--- src/rtl/instruction_queue.sv ---
// instruction_queue: DEPTH-entry FIFO plus one registered output stage
// between fetch and decode, valid/ready on both sides, synchronous flush.
//
// Ports:
//   clock, reset (sync, active-low), flush (sync discard)
//   in_valid/in_ready/in_instr    : fetch side handshake
//   out_valid/out_ready/out_instr : decode side handshake (registered)
//   count                         : FIFO entries + out_valid
//
// Build option: define INSTR_QUEUE_BYPASS_EN to let a push into an empty
// FIFO load straight into the output stage (1-cycle latency).
module instruction_queue #(
    parameter int WIDTH = 16,
    parameter int DEPTH = 4,
    localparam int CNT_W = $clog2(DEPTH + 2)
) (
    input  logic             clock,
    input  logic             reset,
    input  logic             flush,
    input  logic             in_valid,
    output logic             in_ready,
    input  logic [WIDTH-1:0] in_instr,
    output logic             out_valid,
    input  logic             out_ready,
    output logic [WIDTH-1:0] out_instr,
    output logic [CNT_W-1:0] count
);

    localparam int AW = $clog2(DEPTH);

    logic [WIDTH-1:0] mem_q [DEPTH];

    logic [AW:0]      wr_ptr_q, wr_ptr_d;
    logic [AW:0]      rd_ptr_q, rd_ptr_d;
    logic             out_valid_q, out_valid_d;
    logic [WIDTH-1:0] out_instr_q, out_instr_d;

    logic             fifo_empty;
    logic             fifo_full;
    logic             push;
    logic             stage_free;
    logic             load_head;
    logic             load_byp;
    logic             mem_we;
    logic [AW:0]      fifo_level;

    // Extra pointer bit distinguishes full from empty.
    assign fifo_empty = (wr_ptr_q == rd_ptr_q);
    assign fifo_full  = (wr_ptr_q[AW] != rd_ptr_q[AW]) &&
                        (wr_ptr_q[AW-1:0] == rd_ptr_q[AW-1:0]);

    // Registered state only: no out_ready -> in_ready path.
    assign in_ready   = !fifo_full;
    assign push       = in_valid && in_ready && !flush;
    assign stage_free = !out_valid_q || out_ready;
    assign load_head  = stage_free && !fifo_empty;

`ifdef INSTR_QUEUE_BYPASS_EN
    // Only when the FIFO is empty, so ordering is preserved.
    assign load_byp = stage_free && fifo_empty && push;
`else
    assign load_byp = 1'b0;
`endif

    assign mem_we = push && !load_byp;

    always_comb begin
        wr_ptr_d    = wr_ptr_q;
        rd_ptr_d    = rd_ptr_q;
        out_valid_d = out_valid_q;
        out_instr_d = out_instr_q;
        if (mem_we) begin
            wr_ptr_d = wr_ptr_q + (AW+1)'(1);
        end
        if (load_head) begin
            rd_ptr_d    = rd_ptr_q + (AW+1)'(1);
            out_valid_d = 1'b1;
            out_instr_d = mem_q[rd_ptr_q[AW-1:0]];
        end else if (load_byp) begin
            out_valid_d = 1'b1;
            out_instr_d = in_instr;
        end else if (stage_free) begin
            // Consumed (or idle) with nothing to refill: hold the data.
            out_valid_d = 1'b0;
        end
    end

    always_ff @(posedge clock) begin
        if (!reset || flush) begin
            wr_ptr_q    <= '0;
            rd_ptr_q    <= '0;
            out_valid_q <= 1'b0;
            out_instr_q <= '0;
        end else begin
            wr_ptr_q    <= wr_ptr_d;
            rd_ptr_q    <= rd_ptr_d;
            out_valid_q <= out_valid_d;
            out_instr_q <= out_instr_d;
        end
    end

    // Storage needs no reset; the pointers define what is valid.
    always_ff @(posedge clock) begin
        if (reset && mem_we) begin
            mem_q[wr_ptr_q[AW-1:0]] <= in_instr;
        end
    end

    assign fifo_level = wr_ptr_q - rd_ptr_q;
    assign count      = CNT_W'(fifo_level) + CNT_W'(out_valid_q);
    assign out_valid  = out_valid_q;
    assign out_instr  = out_instr_q;

endmodule
--- config.mk ---
export PLATFORM = sky130hd
export DESIGN_NAME = instruction_queue
export DESIGN_NICKNAME = d
export VERILOG_FILES = /design/src/rtl/instruction_queue.sv
export SDC_FILE = /design/constraint.sdc
export NUM_CORES = 1
export LEC_CHECK = 0
export CAP_MARGIN = 20
export CORE_MARGIN = 8
export CORE_UTILIZATION = 30
export CTS_CLUSTER_SIZE = 24
export DETAILED_ROUTE_END_ITERATION = 10
export PLACE_DENSITY = 0.57
export SKIP_LAST_GASP = 1
export SLEW_MARGIN = 20
export SYNTH_ARGS = -nofsm -noshare
export SYNTH_HDL_FRONTEND = slang
export SYNTH_SLANG_ARGS = --single-unit
--- constraint.sdc ---
create_clock -name clock -period 4.6 [get_ports clock]
set_input_delay 0.46 -clock clock [delete_from_list [all_inputs] [get_ports clock]]
set_output_delay 0.46 -clock clock [all_outputs]
set_load 0.01 [all_outputs]
==> results_dict.tcl <==
set metrics [dict create \
    outcome "finished, final reports clean" \
    grt_max_degree 24 \
    clock_path_buffers 2 \
    die_w_um 127 \
    crit_fanout 20 \
    synth_top_area_cell "edfxtp_1" \
    antenna_found_initial 0 \
    grt_pass1_wl_um 12900 \
    synth_ff_type "edfxtp_1" \
    ys_types 33 \
    hold_viol_final 0 \
    path_cells "buf_4, ha_1, inv_1, ha_1, inv_1, fa_1, xnor2_1, xnor2_1, clkdlybuf4s50_1" \
    gr-usage-all-layers_pct 10.5 \
    syn-cell-area_sq_mm 0.00368 \
    diodes 0 \
    design_power_total_w 0.00167 \
    wl_per_cell_um 18.3 \
    drt-total-wl_um 7910 \
    clock_skew_ns 0.00746 \
    critPathKind "reg2out" \
    yosysWarnings 0 \
    synth_edf_count 64 \
    die_y_um 127 \
    syn_area_per_cell_sq_um 15.3 \
    dr.first_iter.drc_count 154 \
    power_leakage_nw 1.52 \
    num_vias 2150 \
    synthesis.nets 271 \
    maxSlewHeadroom_pct 33.0 \
    peakVddDrop_uv 213 \
    cts-hold-fix-buffers 0 \
    min_period_ns 3.22 \
    clk_pin_slew_worst_paths_ns 0.06 \
    grt_pass1_vias 2332 \
    utilization_pct 37.6 \
    place_inst 416 \
    setup_viol 0 \
    cpPeakStageDelay_ns 0.56 \
    numCtsBuffers 9 \
    drv_cap 0 \
    start_util_pct 30.6 \
    drive_above_1_share_pct 13.0 \
    clock.fmax_ghz 0.310 \
    synth_cells 241 \
    crit_buf_inv 4 \
    nets 310 \
    syn_to_final_growth_pct 22.7 \
    power-per-cell-area_mw_per_mm2 369 \
    setup_tns_ns 0 \
    cts_resized 0 \
    die_area_sq_mm 0.0161 \
    fillers 1151 \
    gp_congestion 0.724 \
    final_cells 432 \
    crit_arrival_ns 2.76 \
    cts.htree.levels 3 \
    vias_per_cell 4.98 \
    yosysSeqAreaShare_pct 64.8 \
    worstSetupPathDepth 9 \
    reg2regPathDepth 6 \
    cts.sinks 87 \
    post_cts_buffers 0 \
    cts_tree "yes" \
    ios 42 \
    endpoint_kind "output port" \
    post-dp-hpwl_um 5080 \
    period_share_pct 70.1 \
    ys_ff_latch 87 \
    hold-path-cell-count 2 \
    worstMarginPinSlew_ns 0.999 \
    detail-route-antenna-nets 0 \
    core_area_sq_mm 0.0120 \
    drt-pass1-iter-count 4 \
    slew_viol_final 0 \
    clk_latency_ns 0.33 \
    rsz0062_at_grt "no" \
    cp_slowest_cell "clkdlybuf4s50_1" \
    cts_root_buffer "clkbuf_16" \
    setup.worst_path.start_class "flip-flop" \
    path_delay_family "buffers and inverters" \
    port_buffers 41 \
    gr-total-overflow 0 \
    synth_top_area_share_pct 52.3 \
    holdCritPathClass "reg2reg" \
    synthTopCellsByArea "edfxtp_1, dfxtp_1, mux4_2" \
    ys_async_sr_fraction_pct 0 \
    row_count 40 \
    required_ns 4.14 \
    drc 0 \
]
==> worst paths after layout <==
check                      from            end  slack [ns]
setup / recovery    rd_ptr_q[0]       count[2]        1.38
hold / removal    out_instr[14]  out_instr[14]        0.49
setup reg to reg    rd_ptr_q[0]   mem_q[3][10]        1.63
hold reg to reg   out_instr[14]  out_instr[14]        0.49
==> Yosys cell counts, types with 2 or more instances <==
cell type  count
and3_1         4
mux2i_1        5
inv_1          9
o2111ai_1     17
mux4_1         4
nand2b_1       5
dfxtp_1       23
buf_2          8
mux4_2        12
xnor2_1        2
nand2_1       25
nand4_1       16
clkbuf_1       5
ha_1           8
edfxtp_1      64
buf_6          2
nand3_1       16
==> worst min-delay path, delay by kind of cell (launching register included) <==
kind / cells / cell delay, ns
DFF: 1 / 0.32
and+or+nand+nor: 2 / 0.11
==> metal layers <==
layer	wire length, um	share of wire [%]	vias to the layer above	global-route usage, %
li1	-	-	1032	-
met1	3580	45	1060	13.3
met2	3810	48	50	16.9
met3	405	5.1	8	2.76
met4	104	1.3	0	3.85
met5	0	0	-	0
==> metrics by stage <==
stage / instance area (sq um) / hold WS, ns / worst slack, ns
5_1_grt: 4510 / 0.505 / 1.17
2_1_floorplan: 3680 / 0.469 / 2.15
3_3_place_gp: 4210 / 0.479 / 1.69
3_5_place_dp: 4210 / 0.483 / 1.59
4_1_cts: 4510 / 0.492 / 1.33
6_report: 4510 / 0.488 / 1.38
==> power by group <==
part           internal [W]  switching (W)  leakage, nW
registers          0.000851     0.00000401        0.764
logic             0.0000409      0.0000457        0.604
clock network      0.000451       0.000274        0.151
==> logic make-up (layout without fill, tap and decap cells) <==
group,Yosys count,in the layout,synth area share (%)
AO/OA/AOI/OAI,23,23,5.31
XOR/XNOR,4,4,1.36
adder cells (fa/ha/maj),9,9,3.27
buffers and inverters,28,72,4.12
flip-flops,87,87,64.8
multiplexers,21,21,11.6
AND/OR/NAND/NOR,69,69,9.60
==> flip-flops by register name, indices dropped and copies added (netlist names) <==
signal,cells
wr_ptr_q,3
out_instr,16
rd_ptr_q,3
mem_q,64
out_valid,1
==> final cells by class <==
type	count	area (sq um)	share of cell area [%]
clock inverter	4	45.0	0.999
timing repair buffer	47	455	10.1
sequential	87	2380	52.8
tap	147	184	4.08
multi-input combinational	126	1150	25.5
inverter	9	33.8	0.749
clock buffer	12	258	5.71
==> cells in the final DEF, fill, tap and decap left out <==
| master | n |
|---|---|
| and2_1 | 1 |
| bufinv_16 | 1 |
| clkinv_2 | 3 |
| clkbuf_1 | 2 |
| and3_1 | 4 |
| nor2b_2 | 1 |
| a21oi_1 | 1 |
| clkdlybuf4s50_1 | 41 |
| buf_4 | 6 |
| edfxtp_1 | 64 |
| nand2b_1 | 5 |
| mux2i_1 | 5 |
| mux4_1 | 4 |
| ha_1 | 8 |
| nand2_1 | 25 |
| mux4_2 | 12 |
| inv_1 | 9 |
| xnor2_2 | 1 |
| dfxtp_1 | 23 |
| a211oi_1 | 1 |
| o2111ai_1 | 17 |
| fa_1 | 1 |
| xnor2_1 | 2 |
| o211ai_2 | 1 |
| a21boi_1 | 1 |
| a31oi_1 | 1 |
| nor4bb_2 | 1 |
| xor2_2 | 1 |
| nand4_1 | 16 |
| o31ai_1 | 1 |
| nand3_1 | 16 |
| clkbuf_16 | 10 |
Note: power is estimated with default switching activity, not from simulation.
